--- src/rtl/serial_subtractor_if.sv ---
// Handshake and operand/result bundle for the bit-serial subtractor.
// The master issues operations; the slave (the subtractor) returns results.
interface serial_subtractor_if #(
  parameter int WIDTH = 8
);
  logic             start;
  logic [WIDTH-1:0] in1;
  logic [WIDTH-1:0] in2;
  logic             borrow_in;
  logic             busy;
  logic             done;
  logic [WIDTH-1:0] diff;
  logic             borrow_out;

  modport master (
    output start, in1, in2, borrow_in,
    input  busy, done, diff, borrow_out
  );

  modport slave (
    input  start, in1, in2, borrow_in,
    output busy, done, diff, borrow_out
  );
endinterface

--- src/rtl/serial_subtractor.sv ---
// Bit-serial two's-complement subtractor: in1 - in2 - borrow_in, one bit per
// clock LSB first, through one full-subtractor cell and a borrow flop.
module serial_subtractor #(
  parameter int WIDTH = 8
) (
  input  logic                 clk,
  input  logic                 rst_n,
  serial_subtractor_if.slave   bus
);

  localparam int CW = (WIDTH > 1) ? $clog2(WIDTH) : 1;

  typedef enum logic [1:0] {
    IDLE = 2'd0,
    RUN  = 2'd1,
    DONE = 2'd2
  } state_t;

  state_t           state_q, state_d;
  logic [WIDTH-1:0] a_q, a_d;
  logic [WIDTH-1:0] b_q, b_d;
  logic             br_q, br_d;
  logic [CW-1:0]    cnt_q, cnt_d;
  logic [WIDTH-1:0] res_q, res_d;
  logic [WIDTH-1:0] diff_q, diff_d;
  logic             bout_q, bout_d;

  logic accept;
  logic last_bit;
  logic d_bit;
  logic bo_bit;
  logic busy_o;
  logic done_o;

  assign accept   = bus.start && ((state_q == IDLE) || (state_q == DONE));
  assign last_bit = (cnt_q == CW'(WIDTH - 1));

  // The single full-subtractor slice shared by every bit position.
  assign d_bit  = a_q[0] ^ b_q[0] ^ br_q;
  assign bo_bit = (~a_q[0] & b_q[0]) | (~(a_q[0] ^ b_q[0]) & br_q);

  always_ff @(posedge clk or negedge rst_n) begin
    if (!rst_n) begin
      state_q <= IDLE;
      a_q     <= '0;
      b_q     <= '0;
      br_q    <= 1'b0;
      cnt_q   <= '0;
      res_q   <= '0;
      diff_q  <= '0;
      bout_q  <= 1'b0;
    end else begin
      state_q <= state_d;
      a_q     <= a_d;
      b_q     <= b_d;
      br_q    <= br_d;
      cnt_q   <= cnt_d;
      res_q   <= res_d;
      diff_q  <= diff_d;
      bout_q  <= bout_d;
    end
  end

  always_comb begin
    state_d = state_q;
    case (state_q)
      IDLE:    if (bus.start) state_d = RUN;
      RUN:     if (last_bit) state_d = DONE;
      DONE:    state_d = bus.start ? RUN : IDLE;
      default: state_d = IDLE;
    endcase
  end

  // The counter does not advance on the final bit; it is cleared on every accept.
  always_comb begin
    a_d    = a_q;
    b_d    = b_q;
    br_d   = br_q;
    cnt_d  = cnt_q;
    res_d  = res_q;
    diff_d = diff_q;
    bout_d = bout_q;
    if (accept) begin
      a_d   = bus.in1;
      b_d   = bus.in2;
      br_d  = bus.borrow_in;
      cnt_d = '0;
    end else if (state_q == RUN) begin
      a_d   = {1'b0, a_q[WIDTH-1:1]};
      b_d   = {1'b0, b_q[WIDTH-1:1]};
      br_d  = bo_bit;
      res_d = {d_bit, res_q[WIDTH-1:1]};
      if (last_bit) begin
        diff_d = {d_bit, res_q[WIDTH-1:1]};
        bout_d = bo_bit;
      end else begin
        cnt_d = cnt_q + CW'(1);
      end
    end
  end

  always_comb begin
    busy_o = (state_q == RUN);
    done_o = (state_q == DONE);
  end

  assign bus.busy       = busy_o;
  assign bus.done       = done_o;
  assign bus.diff       = diff_q;
  assign bus.borrow_out = bout_q;

endmodule

--- src/flat_wrapper.sv ---
// flat-port wrapper written by rule: the top's interface ports become plain ports
module serial_subtractor_flat 
#(
  parameter int WIDTH = 8
)
  (clk, rst_n, bus_start, bus_in1, bus_in2, bus_borrow_in, bus_busy, bus_done, bus_diff, bus_borrow_out);
  serial_subtractor_if #(.WIDTH(WIDTH)) bus_i ();
  input  logic clk;
  input  logic rst_n;
  input wire logic [$bits(bus_i.start)-1:0] bus_start;
  input wire logic [$bits(bus_i.in1)-1:0] bus_in1;
  input wire logic [$bits(bus_i.in2)-1:0] bus_in2;
  input wire logic [$bits(bus_i.borrow_in)-1:0] bus_borrow_in;
  output wire logic [$bits(bus_i.busy)-1:0] bus_busy;
  output wire logic [$bits(bus_i.done)-1:0] bus_done;
  output wire logic [$bits(bus_i.diff)-1:0] bus_diff;
  output wire logic [$bits(bus_i.borrow_out)-1:0] bus_borrow_out;
  assign bus_i.start = bus_start;
  assign bus_i.in1 = bus_in1;
  assign bus_i.in2 = bus_in2;
  assign bus_i.borrow_in = bus_borrow_in;
  assign bus_busy = bus_i.busy;
  assign bus_done = bus_i.done;
  assign bus_diff = bus_i.diff;
  assign bus_borrow_out = bus_i.borrow_out;
  serial_subtractor #(.WIDTH(WIDTH)) u_core (.clk(clk), .rst_n(rst_n), .bus(bus_i));
endmodule
--- config.mk ---
export PLATFORM = sky130hd
export DESIGN_NAME = serial_subtractor_flat
export DESIGN_NICKNAME = d
export VERILOG_FILES = /design/src/rtl/serial_subtractor_if.sv /design/src/rtl/serial_subtractor.sv /design/src/flat_wrapper.sv
export SDC_FILE = /design/constraint.sdc
export NUM_CORES = 1
export LEC_CHECK = 0
export BUFFER_PORTS_ARGS = -buffer_cell sky130_fd_sc_hd__buf_2
export CAP_MARGIN = 40
export CORE_UTILIZATION = 41
export DETAILED_ROUTE_END_ITERATION = 10
export GPL_TIMING_DRIVEN = 0
export PLACE_DENSITY_LB_ADDON = 0.05
export SETUP_SLACK_MARGIN = 0.5
export SLEW_MARGIN = 20
export SYNTH_ARGS = -nofsm -noshare
export SYNTH_HDL_FRONTEND = slang
export SYNTH_SLANG_ARGS = --single-unit
export TNS_END_PERCENT = 30
--- constraint.sdc ---
create_clock -name clk -period 2.9 [get_ports clk]
set_clock_uncertainty 0.15 [all_clocks]
set_input_delay 0.29 -clock clk [delete_from_list [all_inputs] [get_ports clk]]
set_output_delay 0.29 -clock clk [all_outputs]
set_load 0.02 [all_outputs]
After elaboration in Yosys (flattened, before gate mapping)
Cells that the tools add are included.
{"block": "classes", "n_div": 0, "muxes": 13, "magnitude_cmp": 0, "n_shift": 0, "bitwise_logic": 8, "n_reduce_logical": 8, "mul": 0, "eq_ne": 6, "addsub": 1}
{"cell": "two-way mux 8 bit", "count": 4}
{"cell": "two-way mux 3 bit", "count": 3}
{"cell": "case mux 2 bit (3 select lines)", "count": 1}
{"cell": "AND reduction 2 bit", "count": 3}
{"cell": "two-way mux 2 bit", "count": 2}
{"cell": "!= test 2 x 1 -> 1 bit, second input constant", "count": 2}
{"cell": "adder 3 x 1 -> 3 bit, second input constant", "count": 1}
{"cell": "== test 3 bit, second input constant", "count": 1}
{"cell": "two-way mux 1 bit", "count": 3}
{"cell": "inverter 1 bit", "count": 3}
{"cell": "AND reduction 3 bit", "count": 1}
{"cell": "AND 1 bit", "count": 2}
{"cell": "== test 2 x 1 -> 1 bit, second input constant", "count": 1}
{"cell": "== test 2 bit, second input constant", "count": 1}
{"cell": "logical NOT 2 bit", "count": 1}
{"cell": "!= test 2 bit, second input constant", "count": 1}
{"cell": "nonzero test 2 bit", "count": 1}
{"cell": "XOR 1 bit", "count": 2}
{"cell": "logical AND 1 bit", "count": 1}
{"cell": "logical OR 1 bit", "count": 1}
{"cell": "bitwise OR 1 bit", "count": 1}
{"block": "word_totals", "regBits": 39, "inputBits": 20, "rom_bits": 0, "latch_bits": 0, "out_inout_bits": 11, "ramBits": 0, "mem_count": 0}

Logic depth before layout (Yosys ltp)
{"block": "depth", "depth_word": 6, "ltp_mapped": 6, "mapped_depth_nobuf": 5}

Worst setup path after synthesis
OpenSTA, ideal clock, no wires.
{"block": "synth_path", "path_type": "flip-flop to flip-flop", "startpoint": "reg u_core.cnt_q[0]", "endpoint": "reg u_core.diff_q[1] (netlist: u_core.bus.diff[1])", "n_path_buf": 1, "setup_slack_ns": 1.316, "synth_period_minus_slack_ns": 1.584, "setup_ns": 0.125, "arrival_ns": 1.309, "stages_incl_launch_ff": 6, "required_ns": 2.625, "path_cell_list": "dfrtp_1 -> ha_1 -> ha_1 -> nand3b_4 -> buf_6 -> mux2_4"}
{"block": "synth_via", "elab_chain_cells": 2}
{"item": "start: declaration", "line_no": "serial_subtractor.sv:23", "rtl": "logic [CW-1:0] cnt_q, cnt_d;"}
{"item": "start signal: assignment", "line_no": "serial_subtractor.sv:57", "rtl": "cnt_q <= cnt_d;"}
{"item": "== test 3 bit", "line_no": "serial_subtractor.sv:36", "rtl": "assign last_bit = (cnt_q == CW'(WIDTH - 1));"}
{"item": "AND reduction 3 bit (no source line)"}
{"item": "end signal: assignment", "line_no": "serial_subtractor.sv:59", "rtl": "diff_q <= diff_d;"}
{"item": "end: declaration", "line_no": "serial_subtractor.sv:25", "rtl": "logic [WIDTH-1:0] diff_q, diff_d;"}
Every way passes these cells.
A chain may end at the register's enable or synchronous reset.

Worst setup path after layout
{"block": "layout_path", "startpoint": "reg u_core.state_q[1]", "endpoint": "out bus_busy"}
{"block": "layout_via", "elab_chain_cells": 1}
{"item": "start: declaration", "line_no": "serial_subtractor.sv:19", "rtl": "state_t state_q, state_d;"}
{"item": "start signal: assignment", "line_no": "serial_subtractor.sv:53", "rtl": "state_q <= state_d;"}
{"item": "== test 2 x 1 -> 1 bit", "line_no": "serial_subtractor.sv:103", "rtl": "busy_o = (state_q == RUN);"}
{"item": "end: declaration", "line_no": "flat_wrapper.sv:14", "rtl": "output wire logic [$bits(bus_i.busy)-1:0] bus_busy;"}
Every way passes these cells.

==> qor.csv <==
stage,metric,value,unit
synth,yosys-top-cells-area,"dfrtp_1 56%, mux2_4 6.2%, nand2_1 6.0%",
clocking,worstSkewPairLatency,0.28,ns
sta,fmax,0.5248,GHz
grt,grt_pass1_vias,1183,
cells_and_area,area_growth,21.06,%
cells_and_area,final-seq-area,950.9,sq um
synth,ys_seq_elements,38,
grt,antenna_found_initial,0,
worst_setup_path,cp-start-kind,flip-flop,
die,die_x,66.38,microns
synth,syn_inst,155,
power,combPwrFrac,0.396,
placed_design,dpl_cell_area,0.001934,sq mm
cells_and_area,design_area,0.002057,sq mm
die,initial_core_util,0.4248,
route,drt-initial-drc-count,64,
worst_setup_path,rrSetupSlack,1.22,ns
route,ant_nets,0,
clocking,h-tree-depth,2,
cells_and_area,final_common_cell,dfrtp_1,
worst_setup_path,crit_top_cell,buf_2,
synth,syn-mean-instance-area,10.96,sq um
power,cellPowerDensity,1091,mW/mm^2
synth,synth_fp_nets,178,
route,via_count,1195,
run,maxCapViolCount,0,
clocking,cts.sinks,38,
die,core-area,0.004000,sq mm
clocking,cts.clk_slew.worst_paths,0.07,ns
grt,grt_overflow_total,0,
placed_design,io_buffers,29,
worst_setup_path,path_class,flip-flop to output pin,
sta,period_minus_slack,1.906,ns
synth,syn_area,0.001699,sq mm
die,dieArea,0.004406,sq mm
synth,ys_seq_area_frac,0.5596,
worst_setup_path,cp.required,2.46,ns
clocking,cts-root-buf,clkbuf_8,
cells_and_area,layout-drive-gt1-share,0.3057,
worst_setup_path,crit_slowest_cell,dfrtp_1,
min_path,min_delay_path_depth,2,
cells_and_area,multiInputGateArea,616.8,sq um
worst_setup_path,crit_arrival,1.47,ns
cells_and_area,n_antenna_cell,0,
min_path,holdPathEnd,u_core.a_q[7]$_DFFE_PN0P_,
clocking,cts_tree,done,
sta,layout_setup_ws,0.9944,ns
sta,finalHoldViolations,0,
grt,grt_usage,0.1639,
power,ir_drop,0.5657,mV
sta,worst_pin_slew,0.4323,ns
power,p_switching,0.7905,mW
sta,finalSetupViolCount,0,
min_path,hp-class,input port to flip-flop,
sta,rsz0062_at_grt,no,
status,status,completed,
grt,grt_max_degree,24,
route,drt-pass1-iter-count,4,
sta,slew_headroom,0.7118,
route,via_per_inst,4.918,
power,seq_power_share,0.404,
synth,synth_top_area_share,0.5596,
synth,yosys.area.top_type,dfrtp_1,
placed_design,place.gp.congestion,0.7018,
power,p_int,1.454,mW
worst_setup_path,cpPeakStageDelay,0.38,ns
die,fp-row-count,23,
die,num_io_pins,31,
placed_design,place_ws,1.216,ns
synth,ys_types,28,
route,drc_errors,0,
power,p_leak,1.080,nW
worst_setup_path,cp_cell_sequence,"buf_6, nand2b_1, buf_2, inv_2, buf_2",
worst_setup_path,timing.rr.start,u_core.cnt_q[0]$_DFFE_PN0P_,
worst_setup_path,timing.rr.end,u_core.bus.diff[5]$_DFFE_PN0P_,
route,wl,3166,microns
worst_setup_path,cp-end-kind,output pin,
cells_and_area,final_nets,216,
min_path,worst_hold_startpoint,bus_in1[7],
route,wl_per_cell,13.03,microns
cells_and_area,fillerInstances,361,
power,p_clk_frac,0.200,
sta,tns,0,ns
placed_design,hpwl,2316,microns
clocking,numCtsBuffers,5,
die,die_y,66.38,microns
grt,grt_pass1_wl,5230,microns
sta,finalCritPeriodShare,0.6571,
synth,yosys_warnings,0,
sta,maxSlewViolCount,0,
worst_setup_path,reg2reg_depth,5,
clocking,clock_path_buffers,2,
worst_setup_path,critPathMaxFanout,10,
cells_and_area,final_cell_mix,"38 x dfrtp_1, 32 x buf_2, 27 x nand2_1, 15 x inv_1, 15 x a21oi_1",
power,p_sw_frac,0.3522,
## flip-flops by register name, indices dropped and copies added (netlist names)
name,flops
u_core.state_q,2
u_core.bus.borrow_out,1
u_core.bus.diff,8
u_core.b_q,8
u_core.cnt_q,3
u_core.a_q,8
u_core.res_q,7
u_core.br_q,1
## cells in the mapped netlist
master and count:
nand2b_1 1, nor2b_1 5, o22ai_1 12, or3b_1 1, mux2_4 7, fa_1 1
mux2i_1 2, nand2b_2 1, ha_1 2, a21o_1 1, nand3_1 3, dfrtp_1 38
buf_4 3, o211ai_1 2, o21ai_1 1, buf_2 3, a22o_1 2, inv_2 1
o21ai_0 1, mux2_2 2, nor2_2 1, buf_6 3, nor2_1 1, inv_1 15
nand2_1 27, a211oi_1 3, a21oi_1 15, nand3b_4 1
## through the flow
stage	std cells	utilization	hold WS, ns	power, mW
2_1_floorplan	155	-	-0.1556	1.574
3_3_place_gp	234	0.4767	0.2906	1.778
3_5_place_dp	235	0.4836	0.1056	1.822
4_1_cts	243	0.5142	0.06516	2.284
5_1_grt	243	0.5142	0.07855	2.430
6_report	243	0.5142	0.07405	2.244
## worst max-delay path by stage
stage	from	end	slack, ns
6_report	u_core.state_q[1]$_DFFE_PN0P_	bus_busy	0.99
5_1_grt	u_core.state_q[1]$_DFFE_PN0P_	bus_busy	0.92
4_1_cts	u_core.state_q[1]$_DFFE_PN0P_	bus_busy	0.97
3_5_place_dp	u_core.cnt_q[0]$_DFFE_PN0P_	u_core.bus.diff[2]$_DFFE_PN0P_	1.22
3_3_place_gp	u_core.cnt_q[0]$_DFFE_PN0P_	u_core.bus.diff[2]$_DFFE_PN0P_	1.23
2_1_floorplan	u_core.cnt_q[0]$_DFFE_PN0P_	u_core.bus.diff[1]$_DFFE_PN0P_	1.32
## routing by layer
metal / routed length [microns] / up-vias / GRT usage
li1: - / 594 / -
met3: 125 / 5 / 0.05517
met5: 0 / - / 0
met2: 1535 / 23 / 0.2628
met1: 1459 / 573 / 0.1954
met4: 46 / 0 / 0.07979
## critical path, delay by kind of cell, from the launching register on
| family | cells | cell delay [ns] |
|---|---|---|
| flip-flops | 1 | 0.38 |
| buffers and inverters | 4 | 0.65 |
| AND/OR/NAND/NOR | 1 | 0.14 |
## logic make-up (layout without fill, tap and decap cells)
group,after synthesis,after routing,share of synthesized area
AND/OR/NAND/NOR,41,41,0.1186
flip-flops,38,38,0.5596
AO/OA/AOI/OAI,37,37,0.1311
buffers and inverters,25,63,0.07731
multiplexers,11,11,0.08689
adder cells (fa/ha/maj),3,3,0.02651
## power groups by stage
stage | logic (mW) | clock network [mW] | registers, mW
floorplan | 0.616 | 0 | 0.958
global route | 1.01 | 0.485 | 0.937
finish | 0.888 | 0.450 | 0.906
detailed placement | 0.900 | 0 | 0.922
CTS | 0.906 | 0.466 | 0.912
global placement | 0.868 | 0 | 0.910
## timing repair
item | CTS | global route
resized for setup | 0 | 0
buffers inserted | 0 | 0
hold endpoints to repair | 15 | 0
hold buffers | 1 | 0
## area by class of cell
class | count | area share
buffer | 9 | 0.03467
clock buffer | 6 | 0.04015
clock inverter | 1 | 0.01460
inverter | 16 | 0.02920
multi-input combinational | 92 | 0.2999
sequential | 38 | 0.4623
tap | 50 | 0.03041
timing repair buffer | 31 | 0.08881
(Power assumes the default switching activity.)
